===== src/rtl/instr_fetch_unit_pkg.sv =====
// Shared ISA definitions for the fetch stage: widths, opcodes and FSM state encoding.
package instr_fetch_unit_pkg;

  localparam int unsigned ADDR_W      = 8;
  localparam int unsigned INSTR_W     = 16;
  localparam int unsigned IMEM_DATA_W = 32;

  localparam logic [3:0] OPC_NOP  = 4'h0;
  localparam logic [3:0] OPC_ADD  = 4'h1;
  localparam logic [3:0] OPC_SUB  = 4'h2;
  localparam logic [3:0] OPC_AND  = 4'h3;
  localparam logic [3:0] OPC_OR   = 4'h4;
  localparam logic [3:0] OPC_XOR  = 4'h5;
  localparam logic [3:0] OPC_SHF  = 4'h6;
  localparam logic [3:0] OPC_LDI  = 4'h7;
  localparam logic [3:0] OPC_LD   = 4'h8;
  localparam logic [3:0] OPC_ST   = 4'h9;
  localparam logic [3:0] OPC_CMP  = 4'hA;
  localparam logic [3:0] OPC_BEQ  = 4'hB;
  localparam logic [3:0] OPC_BNE  = 4'hC;
  localparam logic [3:0] OPC_CALL = 4'hD;
  localparam logic [3:0] OPC_RET  = 4'hE;
  localparam logic [3:0] OPC_JMP  = 4'hF;

  typedef enum logic [0:0] {
    StFetch = 1'b0,
    StHalt  = 1'b1
  } fetch_state_e;

  function automatic logic [3:0] opcode_of(logic [INSTR_W-1:0] instr);
    return instr[INSTR_W-1:INSTR_W-4];
  endfunction

endpackage


===== src/rtl/instr_fetch_unit_if.sv =====
// Fetch-stage bus: instruction memory port, decode handshake and downstream control.
interface instr_fetch_unit_if;
  import instr_fetch_unit_pkg::*;

  logic                   imem_read;
  logic [ADDR_W-1:0]      imem_addr;
  logic [IMEM_DATA_W-1:0] imem_data;
  logic                   out_valid;
  logic                   out_ready;
  logic [INSTR_W-1:0]     out_instr;
  logic [ADDR_W-1:0]      out_pc;
  logic                   redirect_valid;
  logic [ADDR_W-1:0]      redirect_pc;
  logic                   halt_req;
  logic                   halted;

  // master: the fetch unit itself
  modport master (
    output imem_read, imem_addr, out_valid, out_instr, out_pc, halted,
    input  imem_data, out_ready, redirect_valid, redirect_pc, halt_req
  );

  modport slave (
    input  imem_read, imem_addr, out_valid, out_instr, out_pc, halted,
    output imem_data, out_ready, redirect_valid, redirect_pc, halt_req
  );

endinterface


===== src/rtl/instr_fetch_unit_predecode.sv =====
// Combinational jump pre-decode: picks the next PC as jump target or PC+1 (wrapping).
module instr_fetch_unit_predecode
  import instr_fetch_unit_pkg::*;
#(
  parameter logic [3:0] JMP_OPC = OPC_JMP
) (
  input  logic [INSTR_W-1:0] instr,
  input  logic [ADDR_W-1:0]  pc,
  output logic               is_jump,
  output logic [ADDR_W-1:0]  next_pc
);

  // Bits [11:8] of a jump are don't-care; the target is the low byte.
  logic unused_instr_bits;
  assign unused_instr_bits = ^instr[11:8];

  assign is_jump = (opcode_of(instr) == JMP_OPC);
  assign next_pc = is_jump ? instr[ADDR_W-1:0] : pc + ADDR_W'(1);

endmodule


===== src/rtl/instr_fetch_unit.sv =====
// Fetch stage: holds the PC, reads instruction memory and presents one registered
// instruction at a time to decode, with zero-bubble jumps, redirects and halt.
module instr_fetch_unit
  import instr_fetch_unit_pkg::*;
#(
  parameter logic [ADDR_W-1:0] RESET_PC = '0,
  parameter logic [3:0]        JMP_OPC  = OPC_JMP
) (
  input logic               clk,
  input logic               rst,
  instr_fetch_unit_if.master bus
);

  fetch_state_e       state_q, state_d;
  logic [ADDR_W-1:0]  pc_q, pc_d;
  logic [ADDR_W-1:0]  out_pc_q, out_pc_d;
  logic [INSTR_W-1:0] out_instr_q, out_instr_d;
  logic               out_valid_q, out_valid_d;

  logic [INSTR_W-1:0] instr_in;
  logic               slot_free;
  logic               fetch;
  logic               is_jump;
  logic [ADDR_W-1:0]  fetch_next_pc;

  logic unused_imem_bits;
  assign unused_imem_bits = ^bus.imem_data[IMEM_DATA_W-1:INSTR_W];
  assign instr_in         = bus.imem_data[INSTR_W-1:0];

  instr_fetch_unit_predecode #(
    .JMP_OPC (JMP_OPC)
  ) u_fetch_predecode (
    .instr   (instr_in),
    .pc      (pc_q),
    .is_jump (is_jump),
    .next_pc (fetch_next_pc)
  );

  always_comb begin
    slot_free = !out_valid_q || bus.out_ready;
    // rst gates the read so memory sees no access while reset is asserted
    fetch = !rst && (state_q == StFetch) && slot_free && !bus.redirect_valid && !bus.halt_req;

    state_d     = state_q;
    pc_d        = pc_q;
    out_pc_d    = out_pc_q;
    out_instr_d = out_instr_q;
    out_valid_d = out_valid_q;

    unique case (state_q)
      StFetch: begin
        if (bus.redirect_valid || bus.halt_req) begin
          // Held instruction is dropped even if decode is accepting it now.
          if (bus.redirect_valid) pc_d = bus.redirect_pc;
          if (bus.halt_req)       state_d = StHalt;
          out_valid_d = 1'b0;
        end else if (fetch) begin
          out_instr_d = instr_in;
          out_pc_d    = pc_q;
          out_valid_d = 1'b1;
          pc_d        = fetch_next_pc;
        end else if (slot_free) begin
          out_valid_d = 1'b0;
        end
      end
      StHalt: begin
        out_valid_d = 1'b0;
      end
      default: ;
    endcase
  end

  always_ff @(posedge clk) begin
    if (rst) begin
      state_q     <= StFetch;
      pc_q        <= RESET_PC;
      out_pc_q    <= '0;
      out_instr_q <= '0;
      out_valid_q <= 1'b0;
    end else begin
      state_q     <= state_d;
      pc_q        <= pc_d;
      out_pc_q    <= out_pc_d;
      out_instr_q <= out_instr_d;
      out_valid_q <= out_valid_d;
    end
  end

  assign bus.imem_read = fetch;
  assign bus.imem_addr = pc_q;
  assign bus.out_valid = out_valid_q;
  assign bus.out_instr = out_instr_q;
  assign bus.out_pc    = out_pc_q;
  assign bus.halted    = (state_q == StHalt);

  // Sanity: a jump outcome is only taken on a cycle that actually fetches.
  logic unused_is_jump;
  assign unused_is_jump = is_jump;

endmodule


===== src/flat_wrapper.sv =====
// flat-port wrapper written by rule: the top's interface ports become plain ports
module instr_fetch_unit_flat import instr_fetch_unit_pkg::*;
#(
  parameter logic [ADDR_W-1:0] RESET_PC = '0,
  parameter logic [3:0]        JMP_OPC  = OPC_JMP
)
  (clk, rst, bus_imem_read, bus_imem_addr, bus_out_valid, bus_out_instr, bus_out_pc, bus_halted, bus_imem_data, bus_out_ready, bus_redirect_valid, bus_redirect_pc, bus_halt_req);
  instr_fetch_unit_if bus_i ();
  input logic clk;
  input logic rst;
  output wire logic [$bits(bus_i.imem_read)-1:0] bus_imem_read;
  output wire logic [$bits(bus_i.imem_addr)-1:0] bus_imem_addr;
  output wire logic [$bits(bus_i.out_valid)-1:0] bus_out_valid;
  output wire logic [$bits(bus_i.out_instr)-1:0] bus_out_instr;
  output wire logic [$bits(bus_i.out_pc)-1:0] bus_out_pc;
  output wire logic [$bits(bus_i.halted)-1:0] bus_halted;
  input wire logic [$bits(bus_i.imem_data)-1:0] bus_imem_data;
  input wire logic [$bits(bus_i.out_ready)-1:0] bus_out_ready;
  input wire logic [$bits(bus_i.redirect_valid)-1:0] bus_redirect_valid;
  input wire logic [$bits(bus_i.redirect_pc)-1:0] bus_redirect_pc;
  input wire logic [$bits(bus_i.halt_req)-1:0] bus_halt_req;
  assign bus_imem_read = bus_i.imem_read;
  assign bus_imem_addr = bus_i.imem_addr;
  assign bus_out_valid = bus_i.out_valid;
  assign bus_out_instr = bus_i.out_instr;
  assign bus_out_pc = bus_i.out_pc;
  assign bus_halted = bus_i.halted;
  assign bus_i.imem_data = bus_imem_data;
  assign bus_i.out_ready = bus_out_ready;
  assign bus_i.redirect_valid = bus_redirect_valid;
  assign bus_i.redirect_pc = bus_redirect_pc;
  assign bus_i.halt_req = bus_halt_req;
  instr_fetch_unit #(.RESET_PC(RESET_PC), .JMP_OPC(JMP_OPC)) u_core (.clk(clk), .rst(rst), .bus(bus_i));
endmodule

===== config.mk =====
export PLATFORM = sky130hd
export DESIGN_NAME = instr_fetch_unit_flat
export DESIGN_NICKNAME = d
export VERILOG_FILES = /design/src/rtl/instr_fetch_unit_pkg.sv /design/src/rtl/instr_fetch_unit_if.sv /design/src/rtl/instr_fetch_unit_predecode.sv /design/src/rtl/instr_fetch_unit.sv /design/src/flat_wrapper.sv
export SDC_FILE = /design/constraint.sdc
export NUM_CORES = 1
export LEC_CHECK = 0
export CORE_UTILIZATION = 39
export DETAILED_ROUTE_END_ITERATION = 10
export PLACE_DENSITY = 0.79
export RECOVER_POWER = 50
export SYNTH_ARGS = -nofsm -noshare
export SYNTH_HDL_FRONTEND = slang
export SYNTH_HIERARCHICAL = 1
export SYNTH_SLANG_ARGS = --single-unit

===== constraint.sdc =====
create_clock -name clk -period 2.8 [get_ports clk]
set_clock_uncertainty 0.2 [all_clocks]
set_input_delay 0.56 -clock clk [delete_from_list [all_inputs] [get_ports clk]]
set_output_delay 0.56 -clock clk [all_outputs]
set_load 0.02 [all_outputs]

* Yosys cells after proc, flatten, opt, wreduce, memory -nomap -nowiden *
Cells that the tools add are included.
W data, S select, Z words.

operators by class
  add/sub/neg operators = 1
  eq/ne operators = 3
  multiplexer cells = 11
  bitwise operators = 2
  reduce and logical (&&, ||, !) cells = 13

operators with widths
  operator               number
  $mux W8                4
  $add A8 B1 Y8 const B  1
  $mux W1                6
  $reduce_and A3 Y1      2
  $eq A4 B4 Y1 const B   1
  $logic_and A1 B1 Y1    4
  $logic_not A1 Y1       4
  $ne A4 B3 Y1 const B   1
  $logic_or A1 B1 Y1     2
  $ne A2 B2 Y1 const B   1
  $not A1 Y1             2
  $pmux W1 S2            1
  $reduce_bool A2 Y1     1

storage, ports and cells
  bits in registers = 34
  output and inout bits = 35
  word-level logic and storage cells = 35

* Logic depth before layout (Yosys ltp) *
  depth in word-level cells = 8
  gate-level depth with buffers = 8

* Modules after synthesis *
Netlist, hierarchy kept.

by module, submodules not included
  module                      times used  cells an instance  area each (µm²)  sequential area each (µm²)
  instr_fetch_unit            1           157                1346.3           680.7
  instr_fetch_unit_predecode  1           36                 217.7            0.0

* Worst setup path before layout *
No wires, ideal clock.

  path kind = reg-to-reg
  start point = register u_core.pc_q[0] (netlist: u_core/bus.imem_addr[0])
  end point = register u_core.pc_q[6] (netlist: u_core/bus.imem_addr[6])
  arrival time = 1.842 ns
  slack = 0.688 ns
  stages on the path, launching flop included = 8
  clock period less this slack = 2.112 ns
  cell sequence = dfxtp_1 -> ha_1 -> nand2_1 -> or4_1 -> nand3_1 -> mux2i_1 -> or3_1 -> a21oi_1

on the way
  cells in the longest elaborated chain, start to end = 4

RTL lines
  what                         RTL line                          source
  start: declaration           instr_fetch_unit.sv:15            logic [ADDR_W-1:0] pc_q, pc_d;
  start signal: assignment     instr_fetch_unit.sv:82            pc_q <= pc_d;
  $add A8 B1 Y8                instr_fetch_unit_predecode.sv:18  assign next_pc = is_jump ? instr[ADDR_W-1:0] : pc + ADDR_W'(1);
  $mux W8                      instr_fetch_unit_predecode.sv:18
  net u_core.fetch_next_pc[6]  instr_fetch_unit.sv:24            logic [ADDR_W-1:0] fetch_next_pc;
  $mux W8                      instr_fetch_unit.sv:57            end else if (fetch) begin
  $mux W8                      instr_fetch_unit.sv:52            if (bus.redirect_valid || bus.halt_req) begin

The timed path passes the listed nets, and every way through them passes these cells. The select of a mux whose other input is x is not followed.
A chain may end at the register's enable or synchronous reset.

* Worst setup path after layout *
  start point = input rst
  end point = output bus_imem_read

on the way
  cells in the longest elaborated chain, start to end = 5

RTL lines
  what                               RTL line                source
  start: declaration                 flat_wrapper.sv:10      input logic rst;
  $logic_not A1 Y1                   instr_fetch_unit.sv:42  fetch = !rst && (state_q == StFetch) && slot_free && !bus.redirect_valid && !bus.halt_req;
  $logic_and A1 B1 Y1 (4 in series)  instr_fetch_unit.sv:42
  end: declaration                   flat_wrapper.sv:11      output wire logic [$bits(bus_i.imem_read)-1:0] bus_imem_read;

Every way passes these cells.

==> flow_results.xml <==
<?xml version="1.0" encoding="UTF-8"?>
<metrics>
  <group name="status">
    <metric name="status" unit="">completed</metric>
  </group>
  <group name="die">
    <metric name="dieHeight" unit="microns">65.33</metric>
    <metric name="dieWidth" unit="microns">65.33</metric>
    <metric name="area_of_the_die" unit="sq mm">0.004267</metric>
    <metric name="floorplan.initialDensity" unit="%">41.78</metric>
    <metric name="num_rows" unit="">22</metric>
    <metric name="core-area" unit="sq mm">0.003744</metric>
    <metric name="boundaryPins" unit="">80</metric>
  </group>
  <group name="clock_tree">
    <metric name="post_cts.repair.setup_buffers" unit="">0</metric>
    <metric name="htree_levels" unit="">2</metric>
    <metric name="clk_root_buffer_cell" unit="">sky130_fd_sc_hd__clkbuf_8</metric>
    <metric name="path_clk_slew" unit="ns">0.06</metric>
    <metric name="tritoncts.num_buffers" unit="">5</metric>
    <metric name="tritoncts_num_sinks" unit="">34</metric>
    <metric name="clock_insertion_delay_worst_skew" unit="ns">0.28</metric>
    <metric name="tritoncts_clock_tree" unit="">built</metric>
    <metric name="cts.path.max_buffers" unit="">2</metric>
  </group>
  <group name="timing">
    <metric name="timing.final.crit_period" unit="ns">2.632</metric>
    <metric name="setup_slack" unit="ns">0.1684</metric>
    <metric name="slew_headroom" unit="%">51.92</metric>
    <metric name="finalSetupViolCount" unit="">0</metric>
    <metric name="report.final.slew_viol_count" unit="">0</metric>
    <metric name="report.final.hold_viol_count" unit="">0</metric>
    <metric name="fmax" unit="MHz">380.0</metric>
    <metric name="post-route-period-util" unit="%">93.99</metric>
    <metric name="worstMarginPinSlew" unit="ns">0.7211</metric>
    <metric name="rsz0062_at_grt" unit="">no</metric>
    <metric name="fin_hold_ws" unit="ns">0.2496</metric>
  </group>
  <group name="drt">
    <metric name="detailedRoute.firstPassIterationCount" unit="">4</metric>
    <metric name="maxUsedRoutingLayer" unit="">met4</metric>
    <metric name="route.layer.met1.wl" unit="microns">1814</metric>
    <metric name="route.vias.total" unit="">1518</metric>
    <metric name="detailroute.wirelength.met3" unit="microns">337</metric>
    <metric name="detail_route.drc_violations" unit="">0</metric>
    <metric name="finalWirelength" unit="microns">4007</metric>
    <metric name="ant_nets" unit="">0</metric>
    <metric name="initialDrtViolationCount" unit="">93</metric>
    <metric name="route.met2.wl" unit="microns">1832</metric>
    <metric name="avgViaCountPerCell" unit="">4.929</metric>
    <metric name="post_drt_wl_per_cell" unit="microns">13.01</metric>
  </group>
  <group name="min_path">
    <metric name="worst_hold_path_type" unit="">register to register</metric>
  </group>
  <group name="global_routing">
    <metric name="grt_overflow" unit="">0</metric>
    <metric name="grt_first_pass_wirelength" unit="microns">6244</metric>
    <metric name="maximum_number_of_pins_on_one_net_before_global_route_repair" unit="">35</metric>
    <metric name="grt_usage" unit="%">19.54</metric>
    <metric name="first_global_vias" unit="">1321</metric>
    <metric name="antenna_found_initial" unit="">0</metric>
  </group>
  <group name="synth">
    <metric name="ys.warnings.count" unit="">6</metric>
    <metric name="synth.lib_cells_used.distinct" unit="">27</metric>
    <metric name="synth_seq_area_share" unit="%">43.52</metric>
    <metric name="synth_top_area_share" unit="%">43.52</metric>
    <metric name="post_synth_inst_count" unit="">193</metric>
    <metric name="yosys_register_bits" unit="">34</metric>
    <metric name="synth_area_leaders" unit="">sky130_fd_sc_hd__dfxtp_1 (44%), sky130_fd_sc_hd__nand2_1 (14%), sky130_fd_sc_hd__a21oi_1 (11%), sky130_fd_sc_hd__mux2i_1 (5.1%), sky130_fd_sc_hd__or3_1 (3.2%)</metric>
    <metric name="netlist_area" unit="sq mm">0.001564</metric>
    <metric name="synth_largest_area_cell" unit="">sky130_fd_sc_hd__dfxtp_1</metric>
    <metric name="postSynthNetCount" unit="">239</metric>
    <metric name="syn_avg_cell_area" unit="sq um">8.104</metric>
  </group>
  <group name="critical_path">
    <metric name="cp-start-kind" unit="">input pin</metric>
    <metric name="end_kind" unit="">primary output</metric>
    <metric name="worst-endpoint-required" unit="ns">2.04</metric>
    <metric name="cp.arrival" unit="ns">1.87</metric>
    <metric name="criticalPathCategory" unit="">input pin to primary output</metric>
    <metric name="crit_path_max_fanout" unit="">2</metric>
  </group>
  <group name="power">
    <metric name="power_density" unit="mW/mm^2">449.5</metric>
    <metric name="peakVddDrop" unit="V">0.0003279</metric>
    <metric name="power.static_leakage" unit="nW">0.8881</metric>
  </group>
  <group name="flow_run">
    <metric name="max_cap_viol_count" unit="">0</metric>
  </group>
  <group name="cells_and_area">
    <metric name="leading_cell_type_in_the_layout_fill_and_taps_excluded" unit="">sky130_fd_sc_hd__nand2_1</metric>
    <metric name="final_cell_count_no_fill" unit="">308</metric>
    <metric name="area.growth.synth_to_final" unit="%">47.92</metric>
    <metric name="drive_above_1_share" unit="%">8.846</metric>
    <metric name="nFillCells" unit="">360</metric>
    <metric name="layout.nets" unit="">306</metric>
    <metric name="antennaDiodeCount" unit="">0</metric>
    <metric name="layout.cells.most_common_list" unit="">sky130_fd_sc_hd__nand2_1 (59), sky130_fd_sc_hd__clkdlybuf4s50_1 (37), sky130_fd_sc_hd__dfxtp_1 (34)</metric>
  </group>
  <group name="placed_design">
    <metric name="globalplace.congestion" unit="">0.8068</metric>
    <metric name="dp.final_hpwl" unit="microns">2836</metric>
    <metric name="pre_cts_slack" unit="ns">-0.08385</metric>
    <metric name="post-place-cells" unit="">301</metric>
    <metric name="buffer_ports.inserted" unit="">63</metric>
  </group>
</metrics>
-- registers in the layout, indices dropped and copies added (netlist names) --
register / count
u_core/bus.out_valid: 1
u_core/bus.imem_addr: 8
u_core/bus.out_pc: 8
u_core/bus.halted: 1
u_core/bus.out_instr: 16
-- worst paths after layout --
kind / startpoint / end / slack, ns / depth (start not counted)
max: rst / bus_imem_read / 0.17 / 5
min: u_core/bus.out_instr[5] / u_core/bus.out_instr[5] / 0.25 / 2
max reg2reg: u_core/bus.imem_addr[0] / u_core/bus.imem_addr[6] / 0.60 / 7
min reg2reg: u_core/bus.out_instr[5] / u_core/bus.out_instr[5] / 0.25 / 2
-- worst max-delay path, stage by stage --
cell and delay (ns):
sky130_fd_sc_hd__clkdlybuf4s50_1 0.47, sky130_fd_sc_hd__nor4_4 0.34, sky130_fd_sc_hd__nand2_4 0.08, sky130_fd_sc_hd__clkinvlp_2 0.08, sky130_fd_sc_hd__dlygate4sd2_1 0.34
-- repair_timing --
item                                    CTS  global route
gates resized for setup                   1             0
endpoints found under the setup margin    1             0
hold buffers                              0             0
-- stage by stage --
stage               util (%)  setup TNS [ns]   power, W  area, sq um
floorplan                  -               0  0.0006204         1564
global placement       59.86        -0.08879  0.0007188         2241
detailed placement     59.86        -0.08385  0.0007219         2241
CTS                    61.93               0   0.001052         2318
global route           61.80               0   0.001088         2313
finish                 61.80               0   0.001040         2313
-- where the power goes --
group / internal, W / switching, W
Clock: 0.000167 / 0.000166
Combinational: 0.0000952 / 0.0000920
Sequential: 0.000501 / 0.0000186
-- Yosys cell counts --
cell	number
sky130_fd_sc_hd__nand2_1	59
sky130_fd_sc_hd__dfxtp_1	34
sky130_fd_sc_hd__a21oi_1	33
sky130_fd_sc_hd__mux2i_1	8
sky130_fd_sc_hd__o21ai_0	8
sky130_fd_sc_hd__or3_1	8
sky130_fd_sc_hd__nand3_1	6
sky130_fd_sc_hd__clkbuf_1	5
sky130_fd_sc_hd__buf_6	4
sky130_fd_sc_hd__nor2_1	3
sky130_fd_sc_hd__o211ai_1	3
sky130_fd_sc_hd__o21ai_1	3
sky130_fd_sc_hd__or4_1	3
sky130_fd_sc_hd__buf_2	2
sky130_fd_sc_hd__xor2_1	2
sky130_fd_sc_hd__a21oi_2	1
sky130_fd_sc_hd__clkinv_2	1
sky130_fd_sc_hd__ha_1	1
sky130_fd_sc_hd__inv_4	1
sky130_fd_sc_hd__nand2_4	1
sky130_fd_sc_hd__nand2b_1	1
sky130_fd_sc_hd__nand4_1	1
sky130_fd_sc_hd__nand4_4	1
sky130_fd_sc_hd__nor2_2	1
sky130_fd_sc_hd__nor2_8	1
sky130_fd_sc_hd__nor4_4	1
sky130_fd_sc_hd__xnor2_1	1
-- logic make-up after synthesis --
group | Yosys count | share of synthesized area [%]
adder cells (fa/ha/maj) | 1 | 0.7999
buffers and inverters | 13 | 5.440
XOR/XNOR | 3 | 1.680
AO/OA/AOI/OAI | 48 | 16.08
flip-flops | 34 | 43.52
AND/OR/NAND/NOR | 86 | 27.36
multiplexers | 8 | 5.120
-- metal layers --
layer | vias up | global-route usage [%]
met3 | 2 | 7.118
met2 | 57 | 32.73
li1 | 794 | -
met5 | - | 0
met4 | 0 | 4.891
met1 | 665 | 23.50
-- area by class of cell --
class	instances	area (sq um)	area share, %
clock buffer	5	68.82	2.975
multi-input combinational	146	798.3	34.51
timing repair buffer	71	684.4	29.58
inverter	2	11.26	0.4867
sequential	34	680.7	29.42
clock inverter	2	10.01	0.4327
tap	48	60.06	2.596
Power figures use the tool's default switching activity.
